--- src/rtl/array_ctrl_pkg.sv ---
// ============================================================================
// Module  : array_ctrl_pkg
// Brief   : Shared constants for the two-requester array access controller.
// Revision: 1.0
// ============================================================================
`default_nettype none

package array_ctrl_pkg;

    localparam logic REQ0     = 1'b0;
    localparam logic REQ1     = 1'b1;

    localparam logic OP_READ  = 1'b0;
    localparam logic OP_WRITE = 1'b1;

endpackage

`default_nettype wire

--- src/rtl/rr_grant2.sv ---
// ============================================================================
// Module  : rr_grant2
// Brief   : Combinational two-way round-robin grant; prio selects the winner
//           only when both requesters are valid.
// Revision: 1.0
// ============================================================================
`default_nettype none

module rr_grant2 (
    input  logic valid0,
    input  logic valid1,
    input  logic prio,
    output logic gnt0,
    output logic gnt1,
    output logic conflict
);

    assign conflict = valid0 & valid1;
    assign gnt0     = valid0 & (~valid1 | ~prio);
    assign gnt1     = valid1 & (~valid0 |  prio);

endmodule

`default_nettype wire

--- src/rtl/array_access_arbiter.sv ---
// ============================================================================
// Module  : array_access_arbiter
// Brief   : Two-client valid/ready front end for a 1R1W memory with a
//           registered read; round-robin per port, write-first on collision.
// Revision: 1.0
// ============================================================================
`default_nettype none

module array_access_arbiter #(
    parameter  int WIDTH = 8,
    parameter  int DEPTH = 4,
    localparam int ADDR  = $clog2(DEPTH)
) (
    input  logic             clk,
    input  logic             rst_n,

    input  logic             req0_valid,
    output logic             req0_ready,
    input  logic             req0_write,
    input  logic [ADDR-1:0]  req0_addr,
    input  logic [WIDTH-1:0] req0_data,

    input  logic             req1_valid,
    output logic             req1_ready,
    input  logic             req1_write,
    input  logic [ADDR-1:0]  req1_addr,
    input  logic [WIDTH-1:0] req1_data,

    output logic             rsp0_valid,
    output logic             rsp1_valid,
    output logic [WIDTH-1:0] rsp_data,

    output logic             mem_write_en,
    output logic [ADDR-1:0]  mem_write_addr,
    output logic [WIDTH-1:0] mem_write_data,
    output logic [ADDR-1:0]  mem_read_addr,
    input  logic [WIDTH-1:0] mem_read_data
);

    import array_ctrl_pkg::*;

    logic            prio;
    logic            rsp_pend;
    logic            rsp_id;

    logic            wr_v0, wr_v1, rd_v0, rd_v1;
    logic            wr_g0, wr_g1, wr_conf;
    logic            rd_g0, rd_g1, rd_conf;
    logic            rd_ok0, rd_ok1;
    logic            wr_any, rd_any, collide;
    logic [ADDR-1:0] rd_cand_addr;

    // Holding rst_n low suppresses every request before arbitration.
    assign wr_v0 = rst_n & req0_valid & (req0_write == OP_WRITE);
    assign wr_v1 = rst_n & req1_valid & (req1_write == OP_WRITE);
    assign rd_v0 = rst_n & req0_valid & (req0_write == OP_READ);
    assign rd_v1 = rst_n & req1_valid & (req1_write == OP_READ);

    rr_grant2 u_wr_grant (
        .valid0   (wr_v0),
        .valid1   (wr_v1),
        .prio     (prio),
        .gnt0     (wr_g0),
        .gnt1     (wr_g1),
        .conflict (wr_conf)
    );

    rr_grant2 u_rd_grant (
        .valid0   (rd_v0),
        .valid1   (rd_v1),
        .prio     (prio),
        .gnt0     (rd_g0),
        .gnt1     (rd_g1),
        .conflict (rd_conf)
    );

    assign wr_any       = wr_g0 | wr_g1;
    assign rd_cand_addr = rd_g1 ? req1_addr : req0_addr;

    // Same-address read waits a cycle so it observes the committed write.
    assign collide = wr_any & (rd_g0 | rd_g1) & (mem_write_addr == rd_cand_addr);
    assign rd_ok0  = rd_g0 & ~collide;
    assign rd_ok1  = rd_g1 & ~collide;
    assign rd_any  = rd_ok0 | rd_ok1;

    assign req0_ready = wr_g0 | rd_ok0;
    assign req1_ready = wr_g1 | rd_ok1;

    always_comb begin
        mem_write_en   = wr_any;
        mem_write_addr = '0;
        mem_write_data = '0;
        mem_read_addr  = '0;
        if (wr_g1) begin
            mem_write_addr = req1_addr;
            mem_write_data = req1_data;
        end else if (wr_g0) begin
            mem_write_addr = req0_addr;
            mem_write_data = req0_data;
        end
        if (rd_ok1) begin
            mem_read_addr = req1_addr;
        end else if (rd_ok0) begin
            mem_read_addr = req0_addr;
        end
    end

    always_ff @(posedge clk) begin
        if (!rst_n) begin
            prio     <= 1'b0;
            rsp_pend <= 1'b0;
            rsp_id   <= REQ0;
        end else begin
            if (wr_conf | rd_conf) begin
                prio <= ~prio;
            end
            rsp_pend <= rd_any;
            if (rd_any) begin
                rsp_id <= rd_ok1 ? REQ1 : REQ0;
            end
        end
    end

    // A pending response is dropped as soon as reset is asserted.
    assign rsp0_valid = rst_n & rsp_pend & (rsp_id == REQ0);
    assign rsp1_valid = rst_n & rsp_pend & (rsp_id == REQ1);
    assign rsp_data   = mem_read_data;

endmodule

`default_nettype wire

--- config.mk ---
export PLATFORM = sky130hd
export DESIGN_NAME = array_access_arbiter
export DESIGN_NICKNAME = d
export VERILOG_FILES = /design/src/rtl/array_ctrl_pkg.sv /design/src/rtl/rr_grant2.sv /design/src/rtl/array_access_arbiter.sv
export SDC_FILE = /design/constraint.sdc
export NUM_CORES = 1
export LEC_CHECK = 0
export ABC_AREA = 1
export CORE_MARGIN = 2
export CORE_UTILIZATION = 28
export DETAILED_ROUTE_END_ITERATION = 6
export GPL_ROUTABILITY_DRIVEN = 1
export GPL_TIMING_DRIVEN = 0
export HOLD_SLACK_MARGIN = 0.05
export PLACE_DENSITY = 0.79
export SLEW_MARGIN = 20
export SYNTH_ARGS = -nofsm -noshare
export SYNTH_HDL_FRONTEND = slang
export SYNTH_HIERARCHICAL = 1
export SYNTH_SLANG_ARGS = --single-unit
--- constraint.sdc ---
create_clock -name clk -period 2.2 [get_ports clk]
set_input_delay 0.44 -clock clk [delete_from_list [all_inputs] [get_ports clk]]
set_output_delay 0.44 -clock clk [all_outputs]
set_load 0.005 [all_outputs]
# --- Word level (Yosys, flattened, before mapping) ---
# Cells that the tools add are included.
classes:
  n_addsub: 0
  mul: 0
  n_div: 0
  magnitude_cmp: 0
  eq_ne: 1
  shifts: 0
  n_mux: 8
  bitwise_logic: 38
  n_reduce_logical: 0
op_table:
  columns: ["operator", "count"]
  rows:
  - ["AND 1 bit", 19]
  - ["two-way mux 8 bit", 2]
  - ["two-way mux 2 bit", 5]
  - ["bitwise OR 1 bit", 10]
  - ["NOT 1 bit", 9]
  - ["== test 2 bit", 1]
  - ["two-way mux 1 bit", 1]
word_totals:
  reg_bits: 3
  latch_bits: 0
  mem_bits_rw: 0
  mem_bits_ro: 0
  inputBits: 34
  word_cells: 50
  mem_count: 0

# --- Longest topological paths before layout ---
# Gate-level depths: netlist of the first run.
logic_depth:
  word_depth: 13
  depth_mapped: 13
  depth_no_buf: 13

# --- By module ---
# The synthesis of the first run kept the hierarchy.
by_module_without_submodules:
  columns: ["module", "instances", "cells_each", "area_per_inst_um2"]
  rows:
  - ["array_access_arbiter", 1, 92, 499.2]
  - ["rr_grant2", 2, 6, 35.0]

# --- Least setup slack after synthesis of the first run ---
# No wires, ideal clock.
synth_timing:
  path_type: "input to output"
  start: "input rst_n"
  end: "output mem_read_addr[0]"
  arrival_time_ns: 1.604
  path_slack_ns: 0.156
  cell_stages: 12
  path_buffers: 0
  path_cell_list: "nand2_1 nor2_1 inv_1 a21oi_2 inv_1 nand2_1 nand2_1 nor2_1 nor2_1 nand3_2 o21ai_0 a21oi_1"
synth_between:
  word_cells_on_any_way: 31
synth_lines:
  columns: ["element", "line", "rtl"]
  rows:
  - ["from (decl)", "array_access_arbiter.sv:15", "input logic rst_n,"]
  - ["AND 1 bit (*) (2 in series)", "array_access_arbiter.sv:57", "assign rd_v1 = rst_n & req1_valid & (req1_write == OP_READ);"]
  - ["via rd_v1", "array_access_arbiter.sv:46", "logic wr_v0, wr_v1, rd_v0, rd_v1;"]
  - ["AND 1 bit (*)", "rr_grant2.sv:20", "assign gnt1 = valid1 & (~valid0 | prio);"]
  - ["via rd_g1", "array_access_arbiter.sv:48", "logic rd_g0, rd_g1, rd_conf;"]
  - ["two-way mux 2 bit / bitwise OR 1 bit (equally long branches)", "array_access_arbiter.sv:78, array_access_arbiter.sv:81", null]
  - ["== test 2 bit / AND 1 bit (equally long branches)", "array_access_arbiter.sv:81", "assign collide = wr_any & (rd_g0 | rd_g1) & (mem_write_addr == rd_cand_addr);"]
  - ["AND 1 bit", "array_access_arbiter.sv:81", null]
  - ["NOT 1 bit", "array_access_arbiter.sv:82, array_access_arbiter.sv:83", null]
  - ["AND 1 bit", "array_access_arbiter.sv:82", "assign rd_ok0 = rd_g0 & ~collide;"]
  - ["two-way mux 2 bit", "array_access_arbiter.sv:103", "end else if (rd_ok0) begin"]
  - ["two-way mux 2 bit (*)", "array_access_arbiter.sv:101", "if (rd_ok1) begin"]
  - ["to (decl)", "array_access_arbiter.sv:36", "output logic [ADDR-1:0] mem_read_addr,"]
# Mark *: on every way through the listed nets, which the timed path passes. The rest lies on a longest branch.

# --- Worst setup path after layout of the first run ---
layout_timing:
  start: "input rst_n"
  end: "output mem_read_addr[0]"
layout_between:
  word_cells_on_any_way: 31
layout_lines:
  columns: ["element", "line", "rtl"]
  rows:
  - ["AND 1 bit (*) (2 in series)", "array_access_arbiter.sv:54", "assign wr_v0 = rst_n & req0_valid & (req0_write == OP_WRITE);"]
  - ["via wr_v0", "array_access_arbiter.sv:46", null]
  - ["NOT 1 bit (*)", "rr_grant2.sv:20", null]
  - ["bitwise OR 1 bit (*)", "rr_grant2.sv:20", null]
  - ["AND 1 bit (*)", "rr_grant2.sv:20", null]
  - ["via wr_g1", "array_access_arbiter.sv:47", "logic wr_g0, wr_g1, wr_conf;"]
  - ["two-way mux 2 bit / bitwise OR 1 bit (equally long branches)", "array_access_arbiter.sv:94, array_access_arbiter.sv:77", null]
  - ["== test 2 bit / AND 1 bit (equally long branches)", "array_access_arbiter.sv:81", null]
  - ["AND 1 bit (*)", "array_access_arbiter.sv:81", null]
  - ["NOT 1 bit (*)", "array_access_arbiter.sv:82, array_access_arbiter.sv:83", null]
  - ["AND 1 bit", "array_access_arbiter.sv:82", null]
  - ["two-way mux 2 bit", "array_access_arbiter.sv:103", null]
  - ["two-way mux 2 bit (*)", "array_access_arbiter.sv:101", null]
# Marks and branches as above.

==> results of run 1 <==
## stage by stage
| step | std cells | setup WS (ns) | area (sq um) | setup TNS [ns] |
|---|---|---|---|---|
| 5_1_grt | 203 | -0.2167 | 1390 | -0.5893 |
| 3_3_place_gp | 181 | -1.091 | 1104 | -9.922 |
| 6_report | 203 | -0.1044 | 1390 | -0.1944 |
| 4_1_cts | 200 | -0.07946 | 1313 | -0.08676 |
| 2_1_floorplan | 104 | 0.1561 | 569.3 | 0 |
| 3_5_place_dp | 181 | -1.157 | 1104 | -10.78 |
## sequential cells by signal (all words and copies together), names as in the netlist
name,count
rsp_pend,1
rsp_id,1
prio,1
## kinds of logic after synthesis
group | share of synthesized area
AO/OA/AOI/OAI | 0.1362
flip-flops | 0.1055
buffers and inverters | 0.2769
AND/OR/NAND/NOR | 0.4813
## final cells by class
| cell class | count | area share |
|---|---|---|
| well taps | 27 | 0.02430 |
| flip-flops and latches | 3 | 0.04410 |
| clock buffers | 4 | 0.01890 |
| inverters | 17 | 0.04770 |
| multi-input cells | 73 | 0.3384 |
| repair buffers | 68 | 0.4590 |
| plain buffers | 11 | 0.06751 |
## worst max path at each step
stage / slack [ns] / to / startpoint / depth (start not counted)
floorplan: 0.16 / mem_read_addr[0] / rst_n / 12
global placement: -1.09 / mem_read_addr[0] / rst_n / 14
detailed placement: -1.16 / mem_read_addr[0] / rst_n / 14
CTS: -0.08 / mem_read_addr[0] / rst_n / 15
global route: -0.22 / mem_read_addr[0] / rst_n / 15
finish: -0.10 / mem_read_addr[0] / rst_n / 15
## what timing repair did
action	4_1_cts	5_1_grt
endpoints found under the setup margin	16	6
endpoints found under the hold margin	0	0
buffers inserted	15	3
pin swaps	14	11
resized for setup	80	14
## Yosys cell counts, types with 2 or more instances
cell type,n
a21boi_2,2
a21oi_2,4
buf_4,8
buf_6,3
dfxtp_1,3
inv_1,15
inv_2,2
nand2_1,36
nand2_2,3
nand3_1,9
nor2_1,11
o21ai_0,2
## power by group
part	switching [W]	internal (W)	total (W)
Sequential	0.00000209	0.0000570	0.0000591
Clock	0.0000354	0.0000684	0.000104
Combinational	0.0000786	0.000125	0.000204
## metal layers
layer / vias to the layer above / wire [microns] / GRT usage
li1: 454 / - / -
met1: 409 / 830 / 0.1974
met2: 41 / 1236 / 0.4054
met3: 4 / 157 / 0.03681
met4: 0 / 32 / 0.07143
met5: - / 0 / 0
## worst max-delay path: stages
cell and delay (ns):
buf_12 0.12, nand2_8 0.06, nor2_4 0.04, buf_6 0.11, a21oi_4 0.16, buf_6 0.13
nand2_2 0.05, nand2_2 0.07, nor2_1 0.04, nor2_1 0.12, nand3_2 0.15, o21ai_4 0.10
buf_6 0.12, a21oi_2 0.03, buf_2 0.12
==> metrics.md, run 1 <==
| Metric | Value |
|---|---|
| WHS | 0.5008 ns |
| Vias in the first global route | 919 |
| Ys flop type | dfxtp_1 |
| Total track usage | 0.2008 |
| Routed wire length | between 2000 and 2500 microns |
| Commonest cells after routing, fill and taps aside | 30 x clkdlybuf4s50_1, 29 x nand2_1, 23 x buf_4 |
| Worst min path class | flip-flop to flip-flop |
| Slew margin rel. | 0.8071 |
| Number of fill cells | approximately 160 |
| Total grt overflow | 0 |
| Most common cell after layout, fill and taps aside | clkdlybuf4s50_1 |
| Yosys top cell by area | nand2_1 |
| Syn Inst Count | 104 |
| Least-Margin Pin Slew | 0.2877 ns |
| Fin. max-slew vios | 0 |
| First-pass GRT wire length | 3829 microns |
| CP startpoint kind | input pin |
| Total power | 0.0003669 W |
| Initial Utilization | 0.2932 |
| Maximum clock path buffer count | 2 |
| Synth top area cells | nand2_1 24%, dfxtp_1 11%, buf_4 11% |
| # H-tree levels | 1 |
| Worst EP required | approximately 1.8 ns |
| Die span in x | 49.09 microns |
| Root buffer cell | clkbuf_4 |
| Number of nets with antenna violations after routing | 0 |
| Fmax | approximately 0.43 GHz |
| Setup violators final | 4 |
| Crit path DAT | 1.86 ns |
| CTS tree | yes |
| IO Count | 59 |
| Clock slew at reported path FFs | around 0.04 ns |
| Row cnt | 16 |
| Crit path kind | input pin to output port |
| Unrepaired setup endpoints after global routing | yes |
| Pre-antenna DRT Iters | 4 |
| Core area | 0.001942 sq mm |
| Final hold violation count | 0 |
| Routed wire length per instance | 11.11 microns |
| Hold_sp | rsp_id$_SDFFE_PN0P_ |
| Inserted Diodes | 0 |
| Largest net degree at the start of global routing | 10 |
| Skew-Pair Late Insertion Delay | 0.25 ns |
| DR DRC count | 0 |
| Die Ht | 49.09 microns |
| Full die area | 0.002410 sq mm |
| Top-area cell type share of the netlist area | 0.2374 |
| Worst R2R Start | prio$_SDFFE_PN0P_ |
| Clk sinks | 3 |
| Post-synth EDFFs | 0 |
| Via density | 4.473 |
| Hpwl dp | 1510 microns |
| Multi-input logic area | 470.5 sq um |
| Synthesized flop and latch total | 3 |
| R2r endpoint | rsp_pend$_SDFF_PN0_ |
| Hold depth | 2 |
| Num CTS Buffers | 3 |
| Final worst path period share | 1.047 |
| PwrDens | 264.0 mW/mm^2 |
| Tmin final | 2.304 ns |
| Layout cells sized above 1 | 0.4375 |
| DR vias | 908 |
| Number of distinct library cells after synthesis | 18 |
| Syn avg cell area | around 5.5 sq um |
| Area grow syn2layout | 144.2% |
| Final worst setup slack | -0.1044 ns |
| Part of the Yosys area used for sequential elements | 0.1055 |
| FF/Latch Area | 61.31 sq um |
| Worst hold endpoint | rsp_id$_SDFFE_PN0P_ |
| Layout Skew | 0.005488 ns |
| Hold Buf Count CTS | 0 |
| Yosys Warn Count | 6 |
| Register-to-register setup slack | 0.51 ns |
| 1st-iter DRT viols | 6 |
| Leak pwr | roughly 0.72 nW |
| Post-Syn Nets | ~140 |
| Final net count | 211 |
| Crit path max fanout | 4 |
| Mapped cell area | 569.3 sq um |
| Asr flop ratio synth | 0 |
| I/O Buffers | 50 |
| Worst-case reg-to-reg path depth | 12 |
| Util after Layout | 0.7159 |
| Max_cap viols | 0 |
| Status | finished with violations |
| Worst setup EP type | output port |
| Failing checks | negative setup slack |
| Max rail drop VDD | around 0.17 mV |
| GPL Wtd Cong | around 0.70 |
| Initial antenna violation count | 0 |
Note: power is estimated with default switching activity, not from simulation.
==> run 2: changes to the inputs <==
--- a/config.mk
+++ b/config.mk
@@ -7,12 +7,12 @@
 export LEC_CHECK = 0
 export ABC_AREA = 1
 export CORE_MARGIN = 2
-export CORE_UTILIZATION = 28
+export CORE_UTILIZATION = 31
 export DETAILED_ROUTE_END_ITERATION = 6
 export GPL_ROUTABILITY_DRIVEN = 1
 export GPL_TIMING_DRIVEN = 0
 export HOLD_SLACK_MARGIN = 0.05
-export PLACE_DENSITY = 0.79
+export PLACE_DENSITY = 0.86
 export SLEW_MARGIN = 20
 export SYNTH_ARGS = -nofsm -noshare
 export SYNTH_HDL_FRONTEND = slang
==> constraint.sdc (replaced) <==
create_clock -name clk -period 2.9 [get_ports clk]
set_input_delay 0.58 -clock clk [delete_from_list [all_inputs] [get_ports clk]]
set_output_delay 0.58 -clock clk [all_outputs]
set_load 0.005 [all_outputs]
==> metrics.md, run 2 (synthesized netlist as in run 1, its figures left out) <==
| Metric | Value |
|---|---|
| DR DRC count | 0 |
| # H-tree levels | 1 |
| Switch share | 0.3125 |
| FF/Latch Area | around 60 sq um |
| Psw | between 0.00008 and 0.00009 W |
| Tmin final | 2.844 ns |
| Biggest regs | prio (1), rsp_id (1), rsp_pend (1) |
| PwrDens | 202.8 mW/mm^2 |
| Multi-input logic area | 421.7 sq um |
| Comb pwr share | 0.525 |
| Leak pwr | 0.7027 nW |
| Skew-Pair Late Insertion Delay | 0.24 ns |
| Number of nets with antenna violations after routing | 0 |
| Routed wire length per instance | 11.74 microns |
| Final net count | 206 |
| Worst min path class | flip-flop to flip-flop |
| Routed wire length | roughly 2300 microns |
| Crit path max fanout | 4 |
| DR vias | 885 |
| Final hold violation count | 0 |
| Total track usage | 0.2027 |
| Total power | between 0.0002 and 0.0003 W |
| Layout Skew | 0.002188 ns |
| Final worst path period share | 0.9807 |
| Maximum clock path buffer count | 2 |
| CP startpoint kind | input pin |
| Root buffer cell | clkbuf_4 |
| Crit path DAT | between 2 and 2.5 ns |
| Initial Utilization | 0.3297 |
| I/O Buffers | 50 |
| Crit path kind | input pin to output port |
| Initial antenna violation count | 0 |
| Fin. max-slew vios | 0 |
| Internal Pwr Total | about 0.00018 W |
| Slew margin rel. | 0.8038 |
| Die span in x | ~47 microns |
| Worst EP required | 2.32 ns |
| Fmax | 0.3516 GHz |
| Max_cap viols | 0 |
| Vias in the first global route | 708 |
| Max rail drop VDD | 0.1009 mV |
| Row cnt | 15 |
| CTS tree | yes |
| GPL Wtd Cong | just over 0.7 |
| Setup violators final | 0 |
| Num CTS Buffers | 3 |
| Largest net degree at the start of global routing | 10 |
| Total grt overflow | 0 |
| First-pass GRT wire length | 3029 microns |
| Most common cell after layout, fill and taps aside | clkdlybuf4s50_1 |
| Core area | 0.001727 sq mm |
| Die Ht | 46.86 microns |
| Hpwl dp | 1473 microns |
| Worst setup EP type | output port |
| Clock slew at reported path FFs | 0.04 ns |
| Sequential power share | 0.172 |
| 1st-iter DRT viols | 27 |
| Via density | 4.515 |
| Hold Buf Count CTS | 0 |
| Inserted Diodes | 0 |
| Util after Layout | 0.7413 |
| Pre-antenna DRT Iters | 4 |
| IO Count | 59 |
| Clk sinks | 3 |
| Status | finished clean |
| Clock power frac | 0.304 |
| Least-Margin Pin Slew | a little under 0.3 ns |
| Commonest cells after routing, fill and taps aside | 35 x clkdlybuf4s50_1, 31 x nand2_1, 20 x buf_4 |
| Area grow syn2layout | 124.8% |
| Layout cells sized above 1 | 0.3333 |
| Full die area | 0.002195 sq mm |
| Number of fill cells | 138 |
run 2: path summary, 6_finish.rpt:
path,from,end,slack (ns),cells after the start
worst min-delay path,rsp_id$_SDFFE_PN0P_,rsp_id$_SDFFE_PN0P_,0.49,2
worst max-delay path,req1_valid,mem_read_addr[0],0.06,15
worst min register to register,rsp_id$_SDFFE_PN0P_,rsp_id$_SDFFE_PN0P_,0.49,2
worst max register to register,prio$_SDFFE_PN0P_,rsp_id$_SDFFE_PN0P_,1.10,12
run 2: timing repair:
action	CTS	global route
resized for setup	34	13
pin swaps	6	6
setup endpoints to repair	15	11
setup buffers	12	1
run 2: per-stage QoR:
step           setup slack, ns  std cells  hold WS (ns)  instance area [sq um]  setup TNS [ns]
3_5_place_dp           -0.6864        179        0.4767                   1101          -3.730
2_1_floorplan           0.5761        104        0.4613                  569.3               0
6_report               0.05592        196        0.4851                   1280               0
5_1_grt               -0.04900        196        0.5070                   1280        -0.05263
4_1_cts               0.006135        195        0.4843                   1256               0
3_3_place_gp           -0.6665        179        0.4742                   1101          -3.358
run 2: power groups by stage:
| stage | Clock (W) | Sequential, W | Combinational [W] |
|---|---|---|---|
| 2_1_floorplan | 0 | 0.0000448 | 0.0000475 |
| 5_1_grt | 0.0000816 | 0.0000447 | 0.000146 |
| 4_1_cts | 0.0000785 | 0.0000444 | 0.000133 |
| 3_3_place_gp | 0 | 0.0000450 | 0.000120 |
| 6_report | 0.0000788 | 0.0000446 | 0.000136 |
| 3_5_place_dp | 0 | 0.0000450 | 0.000122 |
run 2: per-layer routing:
| layer | vias to the layer above | global-route usage | routed length [microns] |
|---|---|---|---|
| met2 | 35 | 0.3589 | 1277 |
| met5 | - | 0 | 0 |
| met1 | 400 | 0.2329 | 834 |
| met3 | 5 | 0.01154 | 135 |
| met4 | 0 | 0.1333 | 56 |
| li1 | 445 | - | - |
run 2: area by class of cell:
| class | instances | share of cell area |
|---|---|---|
| Timing Repair Buffer | 63 | 0.4555 |
| Sequential cell | 3 | 0.04692 |
| Buffer | 11 | 0.07331 |
| Inverter | 17 | 0.04985 |
| Clock buffer | 4 | 0.02053 |
| Multi-Input combinational cell | 73 | 0.3294 |
| Tap cell | 25 | 0.02444 |
run 2: critical path, stage by stage:
cell and delay, ns:
dlygate4sd2_1 0.20, nand2_2 0.08, nor2_2 0.16, inv_1 0.11, a21oi_4 0.17, inv_1 0.08
nand2_1 0.08, nand2_1 0.10, nor2_1 0.14, nor2_1 0.07, nand3_2 0.10, buf_6 0.11
o21ai_4 0.06, a21oi_1 0.12, buf_2 0.13
